[src/rtl/uart_tx_packet.sv]
// UART packet transmitter: push FIFO, configurable parity/stop bits and an
// optional CRC character appended after the last character of each packet.
`timescale 1ns/1ps
module uart_tx_packet #(
  parameter int                DATA_W     = 8,
  parameter int                FIFO_DEPTH = 4,
  parameter logic [DATA_W-1:0] CRC_POLY   = 'h07
) (
  input  logic                          clk_i,
  input  logic                          rst_i,
  input  logic [DATA_W-1:0]             data_i,
  input  logic                          last_i,
  input  logic                          valid_i,
  output logic                          ready_o,
  input  logic [1:0]                    parity_mode_i,
  input  logic                          stop2_i,
  input  logic                          crc_en_i,
  input  logic                          trigger_i,
  output logic                          tx_o,
  output logic                          busy_o,
  output logic                          tx_int_o,
  output logic [$clog2(FIFO_DEPTH):0]   fifo_level_o
);

  localparam int AW = $clog2(FIFO_DEPTH);
  localparam int CW = $clog2(DATA_W);

  typedef enum logic [2:0] {
    S_IDLE, S_START, S_DATA, S_PARITY, S_STOP1, S_STOP2
  } state_t;

  // FIFO entries are {last, data}
  logic [DATA_W:0]   fifo_mem [FIFO_DEPTH];
  logic [AW-1:0]     wr_ptr_reg, rd_ptr_reg;
  logic [AW:0]       level_reg;
  logic              fifo_empty, fifo_full, push, pop;
  logic [DATA_W-1:0] head_data;
  logic              head_last;

  state_t            state_reg, state_next;
  logic [CW-1:0]     bit_cnt_reg, bit_cnt_next;
  logic [DATA_W-1:0] shift_reg, shift_next;
  logic              par_en_reg, par_en_next;
  logic              par_bit_reg, par_bit_next;
  logic              stop2_reg, stop2_next;
  logic [DATA_W-1:0] crc_reg, crc_next;
  logic [DATA_W-1:0] crc_tx_reg, crc_tx_next;
  logic              crc_pending_reg, crc_pending_next;
  logic              tx_reg, tx_next;
  logic              tx_int_reg;
  logic              load, eof, load_cond;
  logic [DATA_W-1:0] load_data, crc_upd;

  function automatic logic [DATA_W-1:0] crc_step(input logic [DATA_W-1:0] crc,
                                                 input logic [DATA_W-1:0] d);
    logic [DATA_W-1:0] c;
    logic              fb;
    c = crc;
    for (int i = DATA_W - 1; i >= 0; i--) begin
      fb = c[DATA_W-1] ^ d[i];
      c  = {c[DATA_W-2:0], 1'b0} ^ (fb ? CRC_POLY : '0);
    end
    return c;
  endfunction

  assign fifo_empty = (level_reg == '0);
  assign fifo_full  = (level_reg == (AW+1)'(FIFO_DEPTH));
  assign push       = valid_i && !fifo_full;
  assign head_data  = fifo_mem[rd_ptr_reg][DATA_W-1:0];
  assign head_last  = fifo_mem[rd_ptr_reg][DATA_W];

  always_ff @(posedge clk_i) begin
    if (push) fifo_mem[wr_ptr_reg] <= {last_i, data_i};
  end

  always_ff @(posedge clk_i or negedge rst_i) begin
    if (!rst_i) begin
      wr_ptr_reg <= '0;
      rd_ptr_reg <= '0;
      level_reg  <= '0;
    end else begin
      if (push) wr_ptr_reg <= wr_ptr_reg + AW'(1);
      if (pop)  rd_ptr_reg <= rd_ptr_reg + AW'(1);
      case ({push, pop})
        2'b10:   level_reg <= level_reg + (AW+1)'(1);
        2'b01:   level_reg <= level_reg - (AW+1)'(1);
        default: level_reg <= level_reg;
      endcase
    end
  end

  always_comb begin
    state_next       = state_reg;
    bit_cnt_next     = bit_cnt_reg;
    shift_next       = shift_reg;
    par_en_next      = par_en_reg;
    par_bit_next     = par_bit_reg;
    stop2_next       = stop2_reg;
    crc_next         = crc_reg;
    crc_tx_next      = crc_tx_reg;
    crc_pending_next = crc_pending_reg;
    load             = 1'b0;
    eof              = 1'b0;
    load_data        = '0;
    crc_upd          = '0;
    load_cond        = !fifo_empty || crc_pending_reg;

    if (trigger_i) begin
      case (state_reg)
        S_IDLE:   if (load_cond) load = 1'b1;
        S_START: begin
          state_next   = S_DATA;
          bit_cnt_next = '0;
        end
        S_DATA: begin
          if (bit_cnt_reg == CW'(DATA_W - 1)) begin
            state_next = par_en_reg ? S_PARITY : S_STOP1;
          end else begin
            bit_cnt_next = bit_cnt_reg + CW'(1);
            shift_next   = shift_reg >> 1;
          end
        end
        S_PARITY: state_next = S_STOP1;
        S_STOP1:  if (stop2_reg) state_next = S_STOP2; else eof = 1'b1;
        S_STOP2:  eof = 1'b1;
        default:  state_next = S_IDLE;
      endcase
    end

    // End of frame chains straight into the next frame when work is queued
    if (eof) begin
      if (load_cond) load = 1'b1;
      else           state_next = S_IDLE;
    end

    pop = load && !crc_pending_reg;

    if (load) begin
      load_data        = crc_pending_reg ? crc_tx_reg : head_data;
      state_next       = S_START;
      shift_next       = load_data;
      par_en_next      = (parity_mode_i == 2'b01) || (parity_mode_i == 2'b10);
      par_bit_next     = (^load_data) ^ (parity_mode_i == 2'b10);
      stop2_next       = stop2_i;
      crc_pending_next = 1'b0;
    end

    if (pop) begin
      crc_upd = crc_step(crc_reg, head_data);
      if (head_last) begin
        crc_next = '0;
        if (crc_en_i) begin
          crc_tx_next      = crc_upd;
          crc_pending_next = 1'b1;
        end
      end else begin
        crc_next = crc_upd;
      end
    end

    case (state_reg)
      S_START:  tx_next = 1'b0;
      S_DATA:   tx_next = shift_reg[0];
      S_PARITY: tx_next = par_bit_reg;
      default:  tx_next = 1'b1;
    endcase
  end

  always_ff @(posedge clk_i or negedge rst_i) begin
    if (!rst_i) begin
      state_reg       <= S_IDLE;
      bit_cnt_reg     <= '0;
      shift_reg       <= '0;
      par_en_reg      <= 1'b0;
      par_bit_reg     <= 1'b0;
      stop2_reg       <= 1'b0;
      crc_reg         <= '0;
      crc_tx_reg      <= '0;
      crc_pending_reg <= 1'b0;
      tx_reg          <= 1'b1;
      tx_int_reg      <= 1'b0;
    end else begin
      state_reg       <= state_next;
      bit_cnt_reg     <= bit_cnt_next;
      shift_reg       <= shift_next;
      par_en_reg      <= par_en_next;
      par_bit_reg     <= par_bit_next;
      stop2_reg       <= stop2_next;
      crc_reg         <= crc_next;
      crc_tx_reg      <= crc_tx_next;
      crc_pending_reg <= crc_pending_next;
      tx_reg          <= tx_next;
      tx_int_reg      <= eof;
    end
  end

  assign ready_o      = !fifo_full;
  assign tx_o         = tx_reg;
  assign tx_int_o     = tx_int_reg;
  assign busy_o       = (state_reg != S_IDLE) || !fifo_empty || crc_pending_reg;
  assign fifo_level_o = level_reg;

endmodule

[config.mk]
export PLATFORM = sky130hd
export DESIGN_NAME = uart_tx_packet
export DESIGN_NICKNAME = d
export VERILOG_FILES = /design/src/rtl/uart_tx_packet.sv
export SDC_FILE = /design/constraint.sdc
export NUM_CORES = 1
export LEC_CHECK = 0
export ABC_AREA = 1
export BUFFER_PORTS_ARGS = -buffer_cell sky130_fd_sc_hd__buf_2
export CORE_ASPECT_RATIO = 0.7
export CORE_UTILIZATION = 57
export CTS_BUF_LIST = sky130_fd_sc_hd__clkbuf_8
export DETAILED_ROUTE_END_ITERATION = 10
export PLACE_DENSITY = 0.78
export SYNTH_ARGS = -nofsm -noshare
export SYNTH_HDL_FRONTEND = slang
export SYNTH_SLANG_ARGS = --single-unit
[constraint.sdc]
create_clock -name clk_i -period 2.1 [get_ports clk_i]
set_clock_uncertainty 0.05 [all_clocks]
set_input_delay 0.42 -clock clk_i [delete_from_list [all_inputs] [get_ports clk_i]]
set_output_delay 0.42 -clock clk_i [all_outputs]
set_load 0.03 [all_outputs]
==> flow_summary.json <==
{
  "path_clk_slew_ns": 0.08,
  "pre_cts_slack_ns": -0.06706,
  "crit_chain": "nor2_4, inv_2, nor3_4, nor2_4, nand2_2, inv_2, ha_4, fa_2, a21oi_2, o21ai_2, xnor2_1",
  "cts_buffer_depth": 2,
  "die_x_um": 102.4,
  "yosys-mux-area-fraction": 0.002799,
  "synth-seq-cells": 79,
  "grt_pass1_wl_um": 14550,
  "slew_headroom": 0.7059,
  "worst_hold_path_type": "in -> reg",
  "multi_input_area_mm2": 0.001692,
  "instances_no_fill": 597,
  "gr-total-overflow": 0,
  "setup_viol": 2,
  "layout-drive-gt1-share": 0.2545,
  "num_antenna_cells": 0,
  "synth_simple_gate_area_frac": 0.2495,
  "setup_slack_ns": -0.03131,
  "p_comb_frac": 0.556,
  "critPathMaxStageDelay_ns": 0.46,
  "regArea_mm2": 0.002162,
  "wire_per_inst_um": 14.92,
  "first_iter_violations": 218,
  "ctsRootBufferMaster": "clkbuf_8",
  "p_switching_w": 0.003945,
  "synthCells": 442,
  "min_from": "stop2_i",
  "cp-end-kind": "flop",
  "synthesis.area_mm2": 0.004023,
  "largest_reg_flops": 36,
  "grt_use_total": 0.2656,
  "ioPinCount": 24,
  "final_hold_viol_count": 0,
  "ys_warn_count": 0,
  "synth_top_family_by_area": "simple AND/OR/NAND/NOR gates",
  "antenna_found_initial": 0,
  "pwr-share-clk": 0.149,
  "clock_latency_ns": 0.35,
  "crit_type": "reg -> reg",
  "mostFrequentLayoutCells": "nand2_1, dfrtp_1, nand3_1",
  "avgViaCountPerCell": 5.404,
  "clock.fmax_mhz": 469.2,
  "peakVddDrop_uv": 1228,
  "fin_nets": 524,
  "startpoint_type": "flop",
  "synth_xor_area_frac": 0.05537,
  "port-buffer-count": 23,
  "tritoncts": "yes",
  "final_core_util": 0.7018,
  "htreeDepth": 3,
  "synth_compound_area_frac": 0.06439,
  "n_fill_cell": 521,
  "dpl.cell_count": 568,
  "violations": "setup timing",
  "tightest_slew_ns": 0.4372,
  "max_flop_register": "fifo_mem",
  "rsz0062_at_grt": "yes",
  "mostFrequentLayoutCell": "nand2_1",
  "syn_to_final_growth_pct": 18.41,
  "rows": 25,
  "tns_ns": -0.04409,
  "numCtsBuffers": 9,
  "fin_crit_sh": 1.015,
  "crit_family": "adder cells",
  "seqPwrFrac": 0.295,
  "drcViolationCount": 0,
  "clkSinkCount": 79,
  "reg2reg_from": "fifo_level_o[0]",
  "cp.arrival_ns": 2.32,
  "p_sw_frac": 0.4598,
  "die_h_um": 72.29,
  "num_vias": 3226,
  "die_area_mm2": 0.007402,
  "p_leak_nw": 2.217,
  "synth_cell_types": 38,
  "drv_slew": 0,
  "p_int_w": 0.004634,
  "layout_min_cycle_time_ns": 2.131,
  "crit_required_ns": 2.29,
  "ant_nets": 0,
  "grt_max_degree": 28,
  "avgSynthCellArea_um2": 9.101,
  "worst-path-max-fanout": 4,
  "maxCapViolations": 0,
  "status": "finished with violations",
  "initial_core_util": 0.5926,
  "synthAdderAreaFrac": 0.02986,
  "gp_congestion": 0.9027,
  "coreArea_mm2": 0.006788,
  "grt_pass1_vias": 3041,
  "hpwl_um": 6210,
  "slowest_stage": "dfrtp_2",
  "syn-num-nets": 468,
  "wl_um": 8910,
  "power_density_mw_per_mm2": 1801,
  "dr.pass1.iters": 6,
  "ys_seq_area_frac": 0.5365,
  "finalPower_w": 0.008579,
  "startpoint": "fifo_level_o[0]",
  "critPathBufInv": 2
}
-- metal layers --
layer  wire [um]  up-vias  GRT usage
met1        4003     1548     0.3822
met5           0        -          0
met2        4167      119     0.4116
met3         644       11    0.06262
li1            -     1548          -
met4          94        0    0.06508
-- cell families (layout without fill, tap and decap cells) --
| kind of cell | Yosys count | after routing |
|---|---|---|
| AOI/OAI and AO/OA | 48 | 48 |
| buffers and inverters | 59 | 120 |
| xor gates and xnor gates | 19 | 19 |
| adders and majority gates | 9 | 9 |
| muxes | 1 | 1 |
| and+or+nand+nor | 227 | 227 |
| DFF | 79 | 79 |
-- power groups by stage --
stage | combinational [W] | clock, W | sequential (W)
after floorplan | 0.00337 | 0 | 0.00252
after global placement | 0.00425 | 0 | 0.00250
after detailed placement | 0.00442 | 0 | 0.00253
after CTS | 0.00456 | 0.00129 | 0.00249
after global routing | 0.00540 | 0.00135 | 0.00258
final | 0.00477 | 0.00128 | 0.00253
-- tightest hold or removal path, delay by kind of cell --
kind / cells / cell delay, ns
simple gates: 2 / 0.10
buf+inv: 1 / 0.07
-- layout make-up --
class,instances,share of cell area
flip-flops and latches,79,0.4539
multi-input cells,304,0.3551
repair buffers,55,0.07775
inverters,49,0.04045
clock buffers,10,0.02889
well taps,94,0.02469
clock inverters,6,0.01918
-- per-stage QoR --
step	instance area (um^2)	hold slack, ns
floorplan	4035	0.07441
global placement	4359	0.3250
detailed placement	4359	0.3354
CTS	4643	0.2076
global route	4763	0.2134
finish	4763	0.2210
-- cell usage after synthesis, drive strengths merged --
library cell / number / share of area
or2: 5 / 0.0078
nand3: 43 / 0.058
a22o: 2 / 0.0044
ha: 8 / 0.025
xor2: 15 / 0.045
clkinv: 2 / 0.0019
nor2: 20 / 0.023
fa: 1 / 0.0050
a21oi: 12 / 0.015
o22ai: 3 / 0.0047
dfrtp: 42 / 0.26
nor4: 1 / 0.0016
nand2: 151 / 0.15
a32oi: 1 / 0.0022
edfxtp: 36 / 0.27
nor3: 4 / 0.0050
xnor2: 4 / 0.011
o21ai: 29 / 0.036
nand3b: 2 / 0.0037
clkbuf: 3 / 0.0028
dfstp: 1 / 0.0065
mux2: 1 / 0.0028
inv: 47 / 0.044
nand4: 1 / 0.0016
buf: 7 / 0.013
o221ai: 1 / 0.0022
-- path summary, 6_finish.rpt --
kind / endpoint / slack, ns / cells past startpoint
worst max-delay path: fifo_level_o[2] / -0.03 / 11
worst min-delay path: stop2_reg / 0.22 / 3
worst max register to register: fifo_level_o[2] / -0.03 / 11
worst min register to register: crc_tx_reg[2] / 0.44 / 2
max in group asynchronous: tx_o / 0.94 / 3
min in group asynchronous: crc_reg[6] / 0.48 / 2
-- timing repair --
item	in CTS	in global routing
hold buffers	1	0
buffers inserted	3	9
pin swaps	3	6
resized for setup	5	17
endpoints found under the hold margin	16	0
setup endpoints to repair	2	18
Power figures use the tool's default switching activity.
